### config.mk
export PLATFORM = sky130hd
export DESIGN_NAME = sccb_scheduler
export DESIGN_NICKNAME = d
export VERILOG_FILES = /design/src/rtl/cam_pkg.sv /design/src/rtl/sccb_scheduler.sv
export SDC_FILE = /design/constraint.sdc
export NUM_CORES = 1
export LEC_CHECK = 0
export BUFFER_PORTS_ARGS = -buffer_cell sky130_fd_sc_hd__buf_4
export CORE_MARGIN = 5
export CORE_UTILIZATION = 40
export CTS_CLUSTER_SIZE = 25
export DETAILED_ROUTE_END_ITERATION = 8
export GPL_ROUTABILITY_DRIVEN = 0
export SLEW_MARGIN = 20
export SYNTH_ARGS = -nofsm -noshare
export SYNTH_HDL_FRONTEND = slang
export SYNTH_SLANG_ARGS = --single-unit
### constraint.sdc
create_clock -name clk -period 8.2 [get_ports clk]
set_clock_uncertainty 0.1 [all_clocks]
set_input_delay 1.64 -clock clk [delete_from_list [all_inputs] [get_ports clk]]
set_output_delay 1.64 -clock clk [all_outputs]
set_load 0.005 [all_outputs]
### src/rtl/cam_pkg.sv
// Shared types, register constants and sizing helpers for the OV2640 bring-up
// and SCCB write scheduler.
package cam_pkg;

    typedef enum logic [2:0] {
        ST_PWDN     = 3'd0,
        ST_RSTHOLD  = 3'd1,
        ST_WAKE     = 3'd2,
        ST_FETCH    = 3'd3,
        ST_SEND     = 3'd4,
        ST_SRSTWAIT = 3'd5,
        ST_IDLE     = 3'd6,
        ST_HSEND    = 3'd7
    } cam_state_e;

    localparam logic [7:0] OV2640_WR_ID = 8'h60;
    localparam logic [7:0] COM7_ADDR    = 8'h12;
    localparam int         COM7_SRST    = 7;

    function automatic int cam_clog2(input int value);
        int w;
        w = 0;
        while ((32'sd1 <<< w) < value) begin
            w = w + 32'sd1;
        end
        return (w < 32'sd1) ? 32'sd1 : w;
    endfunction

    function automatic int cam_max(input int a, input int b);
        return (a > b) ? a : b;
    endfunction

    // A COM7 write with the reset bit set restarts the sensor's register file.
    function automatic logic is_com7_srst(input logic [15:0] entry);
        return (entry[15:8] == COM7_ADDR) && entry[COM7_SRST];
    endfunction

endpackage

### src/rtl/sccb_scheduler.sv
// OV2640 power/reset sequencing, boot-table streaming and runtime register-write
// arbitration in front of the single SCCB sender.
module sccb_scheduler
    import cam_pkg::*;
#(
    parameter int PWDN_CYCLES    = 25000,
    parameter int RST_CYCLES     = 25000,
    parameter int WAKE_CYCLES    = 75000,
    parameter int SRST_CYCLES    = 25000,
    parameter int TBL_LEN        = 192,
    parameter int TIMEOUT_CYCLES = 250000
) (
    input  logic        clk,
    input  logic        rst,
    output logic [7:0]  tbl_addr,
    input  logic [15:0] tbl_data,
    input  logic        host_req,
    input  logic [7:0]  host_addr,
    input  logic [7:0]  host_data,
    output logic        host_ack,
    output logic        sccb_req,
    output logic [15:0] sccb_data,
    input  logic        sccb_done,
    output logic        cam_pwdn,
    output logic        cam_reset,
    output logic        init_done,
    output logic        busy,
    output logic        err
);

    localparam int CNT_MAX = cam_max(cam_max(cam_max(PWDN_CYCLES, RST_CYCLES),
                                             cam_max(WAKE_CYCLES, SRST_CYCLES)),
                                     TIMEOUT_CYCLES);
    localparam int CNT_W   = cam_clog2(CNT_MAX);

    localparam logic [CNT_W-1:0] CNT_PWDN    = CNT_W'(PWDN_CYCLES - 32'sd1);
    localparam logic [CNT_W-1:0] CNT_RST     = CNT_W'(RST_CYCLES - 32'sd1);
    localparam logic [CNT_W-1:0] CNT_WAKE    = CNT_W'(WAKE_CYCLES - 32'sd1);
    localparam logic [CNT_W-1:0] CNT_SRST    = CNT_W'(SRST_CYCLES - 32'sd1);
    localparam logic [CNT_W-1:0] CNT_TIMEOUT = CNT_W'(TIMEOUT_CYCLES - 32'sd1);
    // One cycle for the ROM address, one for the registered ROM data.
    localparam logic [CNT_W-1:0] CNT_FETCH   = CNT_W'(32'd1);
    localparam logic [CNT_W-1:0] CNT_ONE     = CNT_W'(32'd1);
    localparam logic [CNT_W-1:0] CNT_ZERO    = {CNT_W{1'b0}};
    localparam logic [7:0]       TBL_END     = 8'(TBL_LEN);

    cam_state_e        state_q;
    logic [CNT_W-1:0]  cnt_q;
    logic [7:0]        tbl_addr_q;
    logic [7:0]        tbl_addr_d;
    logic [15:0]       sccb_data_q;
    logic              sccb_req_q;
    logic              host_ack_q;
    logic              cam_pwdn_q;
    logic              cam_reset_q;
    logic              init_done_q;
    logic              busy_q;
    logic              err_q;
    logic              cnt_zero_s;
    logic              xfer_end_s;
    logic              timeout_s;

    // Next boot-table index and completion/timeout of the write in flight.
    always_comb begin
        tbl_addr_d = tbl_addr_q + 8'd1;
        cnt_zero_s = (cnt_q == CNT_ZERO);
        xfer_end_s = sccb_req_q && (sccb_done || cnt_zero_s);
        timeout_s  = sccb_req_q && !sccb_done && cnt_zero_s;
    end

    // Sequencer FSM with the shared down-counter and all registered outputs.
    always_ff @(posedge clk or posedge rst) begin
        if (rst) begin
            state_q     <= ST_PWDN;
            cnt_q       <= CNT_PWDN;
            tbl_addr_q  <= 8'd0;
            sccb_data_q <= 16'd0;
            sccb_req_q  <= 1'b0;
            host_ack_q  <= 1'b0;
            cam_pwdn_q  <= 1'b1;
            cam_reset_q <= 1'b0;
            init_done_q <= 1'b0;
            busy_q      <= 1'b1;
            err_q       <= 1'b0;
        end else begin
            host_ack_q <= 1'b0;
            case (state_q)
                ST_PWDN: begin
                    if (cnt_zero_s) begin
                        state_q    <= ST_RSTHOLD;
                        cnt_q      <= CNT_RST;
                        cam_pwdn_q <= 1'b0;
                    end else begin
                        cnt_q <= cnt_q - CNT_ONE;
                    end
                end
                ST_RSTHOLD: begin
                    if (cnt_zero_s) begin
                        state_q     <= ST_WAKE;
                        cnt_q       <= CNT_WAKE;
                        cam_reset_q <= 1'b1;
                    end else begin
                        cnt_q <= cnt_q - CNT_ONE;
                    end
                end
                ST_WAKE: begin
                    if (cnt_zero_s) begin
                        state_q <= ST_FETCH;
                        cnt_q   <= CNT_FETCH;
                    end else begin
                        cnt_q <= cnt_q - CNT_ONE;
                    end
                end
                ST_FETCH: begin
                    if (cnt_zero_s) begin
                        state_q     <= ST_SEND;
                        cnt_q       <= CNT_TIMEOUT;
                        sccb_data_q <= tbl_data;
                        sccb_req_q  <= 1'b1;
                    end else begin
                        cnt_q <= cnt_q - CNT_ONE;
                    end
                end
                ST_SEND: begin
                    if (xfer_end_s) begin
                        sccb_req_q <= 1'b0;
                        tbl_addr_q <= tbl_addr_d;
                        if (timeout_s) begin
                            err_q <= 1'b1;
                        end
                        if (is_com7_srst(sccb_data_q)) begin
                            state_q <= ST_SRSTWAIT;
                            cnt_q   <= CNT_SRST;
                        end else if (tbl_addr_d == TBL_END) begin
                            state_q     <= ST_IDLE;
                            init_done_q <= 1'b1;
                            busy_q      <= 1'b0;
                        end else begin
                            state_q <= ST_FETCH;
                            cnt_q   <= CNT_FETCH;
                        end
                    end else begin
                        cnt_q <= cnt_q - CNT_ONE;
                    end
                end
                ST_SRSTWAIT: begin
                    if (!cnt_zero_s) begin
                        cnt_q <= cnt_q - CNT_ONE;
                    end else if (tbl_addr_q == TBL_END) begin
                        state_q     <= ST_IDLE;
                        init_done_q <= 1'b1;
                        busy_q      <= 1'b0;
                    end else begin
                        state_q <= ST_FETCH;
                        cnt_q   <= CNT_FETCH;
                    end
                end
                ST_IDLE: begin
                    // The request still visible during the ack pulse is the one just served.
                    if (host_req && !host_ack_q) begin
                        state_q     <= ST_HSEND;
                        cnt_q       <= CNT_TIMEOUT;
                        sccb_data_q <= {host_addr, host_data};
                        sccb_req_q  <= 1'b1;
                        busy_q      <= 1'b1;
                    end
                end
                ST_HSEND: begin
                    if (xfer_end_s) begin
                        state_q    <= ST_IDLE;
                        sccb_req_q <= 1'b0;
                        host_ack_q <= 1'b1;
                        busy_q     <= 1'b0;
                        if (timeout_s) begin
                            err_q <= 1'b1;
                        end
                    end else begin
                        cnt_q <= cnt_q - CNT_ONE;
                    end
                end
                default: begin
                    state_q    <= ST_PWDN;
                    cnt_q      <= CNT_PWDN;
                    sccb_req_q <= 1'b0;
                    busy_q     <= 1'b1;
                end
            endcase
        end
    end

    assign tbl_addr  = tbl_addr_q;
    assign host_ack  = host_ack_q;
    assign sccb_req  = sccb_req_q;
    assign sccb_data = sccb_data_q;
    assign cam_pwdn  = cam_pwdn_q;
    assign cam_reset = cam_reset_q;
    assign init_done = init_done_q;
    assign busy      = busy_q;
    assign err       = err_q;

endmodule

# Word-level counts from Yosys, hierarchy flattened

Index checks and enable logic that the tools add are counted.

Bits in registers: 52
Logic and storage cells: 108

$add $sub $neg: 2
Equality and inequality tests: 25
Mux-type cells: 45
Reductions and logical operators: 25

Operators with widths:

| kind                                                 | count |
|---|---|
| 2-to-1 mux 18 bit                                    | 11 |
| one-hot mux 18 bit (8 select lines)                  | 1 |
| 2-to-1 mux 3 bit                                     | 11 |
| 2-to-1 mux 16 bit                                    | 2 |
| one-hot mux 16 bit (2 select lines)                  | 1 |
| != test 2 bit (second input constant)                | 12 |
| one-hot mux 3 bit (8 select lines)                   | 1 |
| logical NOT 18 bit                                   | 1 |
| subtractor 18 x 1 -> 18 bit (second input constant)  | 1 |
| equality test 8 bit (second input constant)          | 2 |
| AND reduction 8 bit                                  | 2 |
| 2-to-1 mux 1 bit                                     | 15 |
| equality test 3 bit (second input constant)          | 4 |
| adder 8 x 1 -> 8 bit (second input constant)         | 1 |
| equality test 8 x 5 -> 1 bit (second input constant) | 1 |
| AND reduction 4 bit                                  | 2 |
| equality test 3 x 2 -> 1 bit (second input constant) | 2 |
| AND reduction 2 bit                                  | 3 |
| AND reduction 3 bit                                  | 2 |
| AND reduction 6 bit                                  | 1 |
| logical AND 1 bit                                    | 5 |
| != test 4 bit (second input constant)                | 1 |
| one-hot mux 1 bit (4 select lines)                   | 1 |
| nonzero test 2 bit                                   | 2 |
| 11 further kinds                                     | 12 |

# Depth between registers and ports, before layout

Depth after elaboration: 6
Depth in mapped cells: 10
Mapped depth without buffers: 9

# Least setup slack after synthesis

Ideal clock, no wire load.

Path type: input to register
Start: in host_req
End: reg cnt_q[12]
Setup time: 121 ps
Arrival: 2935 ps
Data required time: 7979 ps
Setup slack: 5044 ps
Stages: 7
Buffers on the path: 1
Cell sequence: nor2b_1 o21ai_0 a32o_1 a32oi_1 buf_2 o21ai_0 a22o_1

Longest elaborated chain between the ends: 3

RTL lines:

| what                                 | RTL line              | text |
|---|---|---|
| start: declaration                   | sccb_scheduler.sv:17  | `input logic host_req,` |
| logical AND 1 bit                    | sccb_scheduler.sv:160 | `if (host_req && !host_ack_q) begin` |
| != test 2 bit (no source line)       | --                    |  |
| AND reduction 4 bit (no source line) | --                    |  |
| end signal: assignment               | sccb_scheduler.sv:143 | `cnt_q <= cnt_q - CNT_ONE;` |
| end signal: assignment               | sccb_scheduler.sv:148 | `cnt_q <= cnt_q - CNT_ONE;` |
| end signal: assignment               | sccb_scheduler.sv:178 | `cnt_q <= cnt_q - CNT_ONE;` |
| end: declaration                     | sccb_scheduler.sv:48  | `logic [CNT_W-1:0] cnt_q;` |

Every way passes these cells.
A chain may end at the register's enable or synchronous reset.

# Worst setup path in the final report

Start: in sccb_done
End: reg cnt_q[8]

Longest elaborated chain between the ends: 4
Elaborated cells between the ends (all ways): 7

RTL lines:

| what                                                                              | RTL line              | text |
|---|---|---|
| start: declaration                                                                | sccb_scheduler.sv:23  | `input logic sccb_done,` |
| logical OR 1 bit *                                                                | sccb_scheduler.sv:67  | `xfer_end_s = sccb_req_q && (sccb_done \|\| cnt_zero_s);` |
| logical AND 1 bit *                                                               | sccb_scheduler.sv:67  |  |
| 2-to-1 mux 18 bit (tied with other cells)                                         | sccb_scheduler.sv:125 | `if (xfer_end_s) begin` |
| one-hot mux 18 bit (8 select lines) / AND reduction 4 bit (equally long branches) | --                    |  |
| end signal: assignment                                                            | sccb_scheduler.sv:94  | `cnt_q <= cnt_q - CNT_ONE;` |
| end signal: assignment                                                            | sccb_scheduler.sv:103 | `cnt_q <= cnt_q - CNT_ONE;` |
| end signal: assignment                                                            | sccb_scheduler.sv:121 | `cnt_q <= cnt_q - CNT_ONE;` |

Mark *: on every way between the ends. The rest lies on a longest branch, timed or not.

==> results.py <==
metrics = {
    "grt": {
        "grt_pass1_wl_um": 14800,
        "gr-total-overflow": 0,
        "grt_pass1_vias": 3004,
        "grt_start_max_net_pins": 53,
        "antenna_found_initial": 0,
        "grt_use_total": 0.180,
    },
    "timing": {
        "relSlewSlack": 0.436,
        "slew_violations": 0,
        "setup_violations": 0,
        "hold_viol": 0,
        "period_minus_slack_ns": 3.28,
        "fin_tns_setup_ns": 0,
        "worst_pin_slew_ns": 0.835,
        "rsz0062_at_grt": "false",
        "fmax_mhz": 305,
        "fin_crit_sh": 0.400,
    },
    "route": {
        "wirelength_um": 8790,
        "viasPerCell": 5.88,
        "drc": 0,
        "drt-initial-drc-count": 209,
        "drtPass1Iterations": 5,
        "drtAntennaViolNets": 0,
        "vias": 3039,
        "routedWlPerCell_um": 17.0,
    },
    "cells_and_area": {
        "design_area_um2": 3860,
        "layout-drive-gt1-share": 0.248,
        "stdcell_count": 517,
        "insertedDiodeCount": 0,
        "nNetsFinal": 454,
        "syn_to_final_growth_pct": 20.9,
    },
    "setup_path": {
        "critPathArrivalTime_ns": 3.41,
        "crit_fanout": 12,
        "cp-start-kind": "input port",
        "required_ns": 8.33,
        "critical_path_class": "input port to flop",
        "r2r_start": "cnt_q[0]",
        "r2r_slack_ns": 4.96,
        "cp-end-kind": "flop",
        "rr_worst_depth": 9,
        "r2r-end": "cnt_q[8]",
    },
    "clocking": {
        "insertion_delay_ns": 0.30,
        "hold_buffers": 0,
        "cts_inserted_buffers": 5,
        "cts_tree": "built",
        "cts_setup_buffers": 0,
        "clk_path_buf_depth": 2,
        "cts_resized": 0,
        "clkTransAtPathRegs_ns": 0.10,
        "htreeDepth": 2,
        "cts-root-buf": "clkbuf_8",
        "cts_num_sinks": 52,
    },
    "run": {
        "drv_cap": 0,
    },
    "die": {
        "initial_core_util": 0.411,
        "die_width_um": 99.3,
        "ioPinCount": 67,
        "rows": 32,
        "dieArea_um2": 9870,
        "die_h_um": 99.3,
        "coreArea_um2": 7770,
    },
    "synthesis": {
        "synth_edf_count": 0,
        "yosysWarnings": 0,
        "seq_area_frac_synth": 0.412,
        "syn_inst": 355,
        "avgSynthCellArea_um2": 8.99,
        "synth_cell_types": 66,
        "dominantRegCellSynth": "dfrtp_1",
        "yosys_register_bits": 52,
        "syn_nets": 395,
        "async_flop_share": 1.00,
        "synth_area_um2": 3190,
    },
    "status": {
        "status": "finished clean",
    },
    "placed_design": {
        "placed_cells": 509,
        "port_buffers": 66,
        "hpwl_um": 6500,
        "placed_area_um2": 3760,
    },
    "pwr": {
        "ir_drop_mv": 0.104,
        "total_power_mw": 1.09,
        "cellLeakagePower_nw": 1.79,
        "powerDensity_nw_per_um2": 282,
    },
    "hold_path": {
        "min_path_type": "flop to flop",
        "worstHoldStart": "cam_reset",
        "hold_depth": 1,
        "min_delay_worst_endpoint": "cam_reset",
    },
}
synthesized netlist by cell type, drive strengths merged (3+ instances only):
library cell | count | area [µm²]
ha | 4 | 50.1
nor3 | 14 | 81.3
buf | 10 | 58.8
clkbuf | 7 | 26.3
a21oi | 16 | 80.1
nand4 | 4 | 25.0
dfrtp | 42 | 1050
and3 | 4 | 25.0
or3 | 6 | 53.8
xnor2 | 8 | 70.1
a31oi | 4 | 25.0
dfstp | 10 | 263
a211oi | 4 | 30.0
nand3 | 7 | 35.0
nand2 | 40 | 150
or4 | 3 | 22.5
a22o | 7 | 61.3
o22a | 3 | 26.3
o31ai | 3 | 22.5
inv | 11 | 41.3
o21ai | 45 | 225
a32o | 4 | 40.0
nand2b | 4 | 25.0
nor2 | 29 | 111
nor4 | 3 | 18.8
mux2i | 16 | 160
per-stage QoR:
step | utilization | hold WS, ns | setup slack, ns
2_1_floorplan | - | 0.351 | 5.04
3_3_place_gp | 0.484 | 0.348 | 4.69
3_5_place_dp | 0.484 | 0.353 | 4.61
4_1_cts | 0.496 | 0.387 | 4.95
5_1_grt | 0.497 | 0.395 | 4.68
6_report | 0.497 | 0.381 | 4.92
cells by family (layout without fill, tap and decap cells):
family	count (synthesis)	count (layout)	synth area share
XOR/XNOR	10	10	0.0274
AND/OR/NAND/NOR	128	128	0.212
adder cells (fa/ha/maj)	4	4	0.0157
AO/OA/AOI/OAI	116	116	0.243
buffers and inverters	29	89	0.0408
multiplexers	16	16	0.0502
flip-flops	52	52	0.412
worst max-delay path, cell delays in order:
cell and delay [ns]:
buf_4 0.10, and2_1 0.14, a21oi_1 0.08, nor2_1 0.65, a32o_1 0.49, a221oi_1 0.10
nor3_1 0.21
sequential cells by signal (all words and copies together) (netlist names):
name       cells
init_done      1
err            1
sccb_data     16
host_ack       1
cnt_q         18
sccb_req       1
busy           1
cam_reset      1
cam_pwdn       1
tbl_addr       8
state_q        3
routing by layer:
metal,part of all wire,vias to the layer above,global-route usage
met5,0,-,0
met4,0.011,0,0.0473
met3,0.090,11,0.0519
met2,0.45,143,0.281
met1,0.45,1441,0.246
li1,-,1444,-
layout make-up:
type | instances | area [µm²]
clock inverter | 2 | 10.0
timing repair buffer | 69 | 518
multi-input combinational | 274 | 1760
tap | 102 | 128
sequential | 52 | 1310
clock buffer | 6 | 82.6
inverter | 12 | 45.0
fill | 767 | 3910
how the worst max path moves through the flow:
stage	from	endpoint	slack [ns]	cells past startpoint
final	sccb_done	cnt_q[8]	4.92	7
after global routing	cnt_q[1]	cnt_q[8]	4.68	9
after CTS	sccb_done	cnt_q[8]	4.95	7
after detailed placement	sccb_done	cnt_q[8]	4.61	7
after global placement	sccb_done	cnt_q[8]	4.69	7
after floorplan	host_req	cnt_q[12]	5.04	7
layout by cell type, fill, tap and decap left out, drive strengths merged, types with 3 or more instances in the layout:
cell type  count
clkinv         3
a21oi         16
or3            6
o21ai         45
o22a           3
buf           69
nand4          4
nand3          7
inv           11
nor3          14
nor4           3
dfrtp         42
a31oi          4
a22o           7
or4            3
clkbuf         6
a211oi         4
nor2          29
dfstp         10
and3           4
nand2         40
mux2i         16
o31ai          3
ha             4
xnor2          8
nand2b         4
a32o           4
report_power, final:
group | internal [mW] | leakage (nW) | switching [mW]
sequential | 0.346 | 0.617 | 0.0924
clock | 0.0677 | 0.0510 | 0.0869
combinational | 0.228 | 1.12 | 0.267
(Power assumes the default switching activity.)
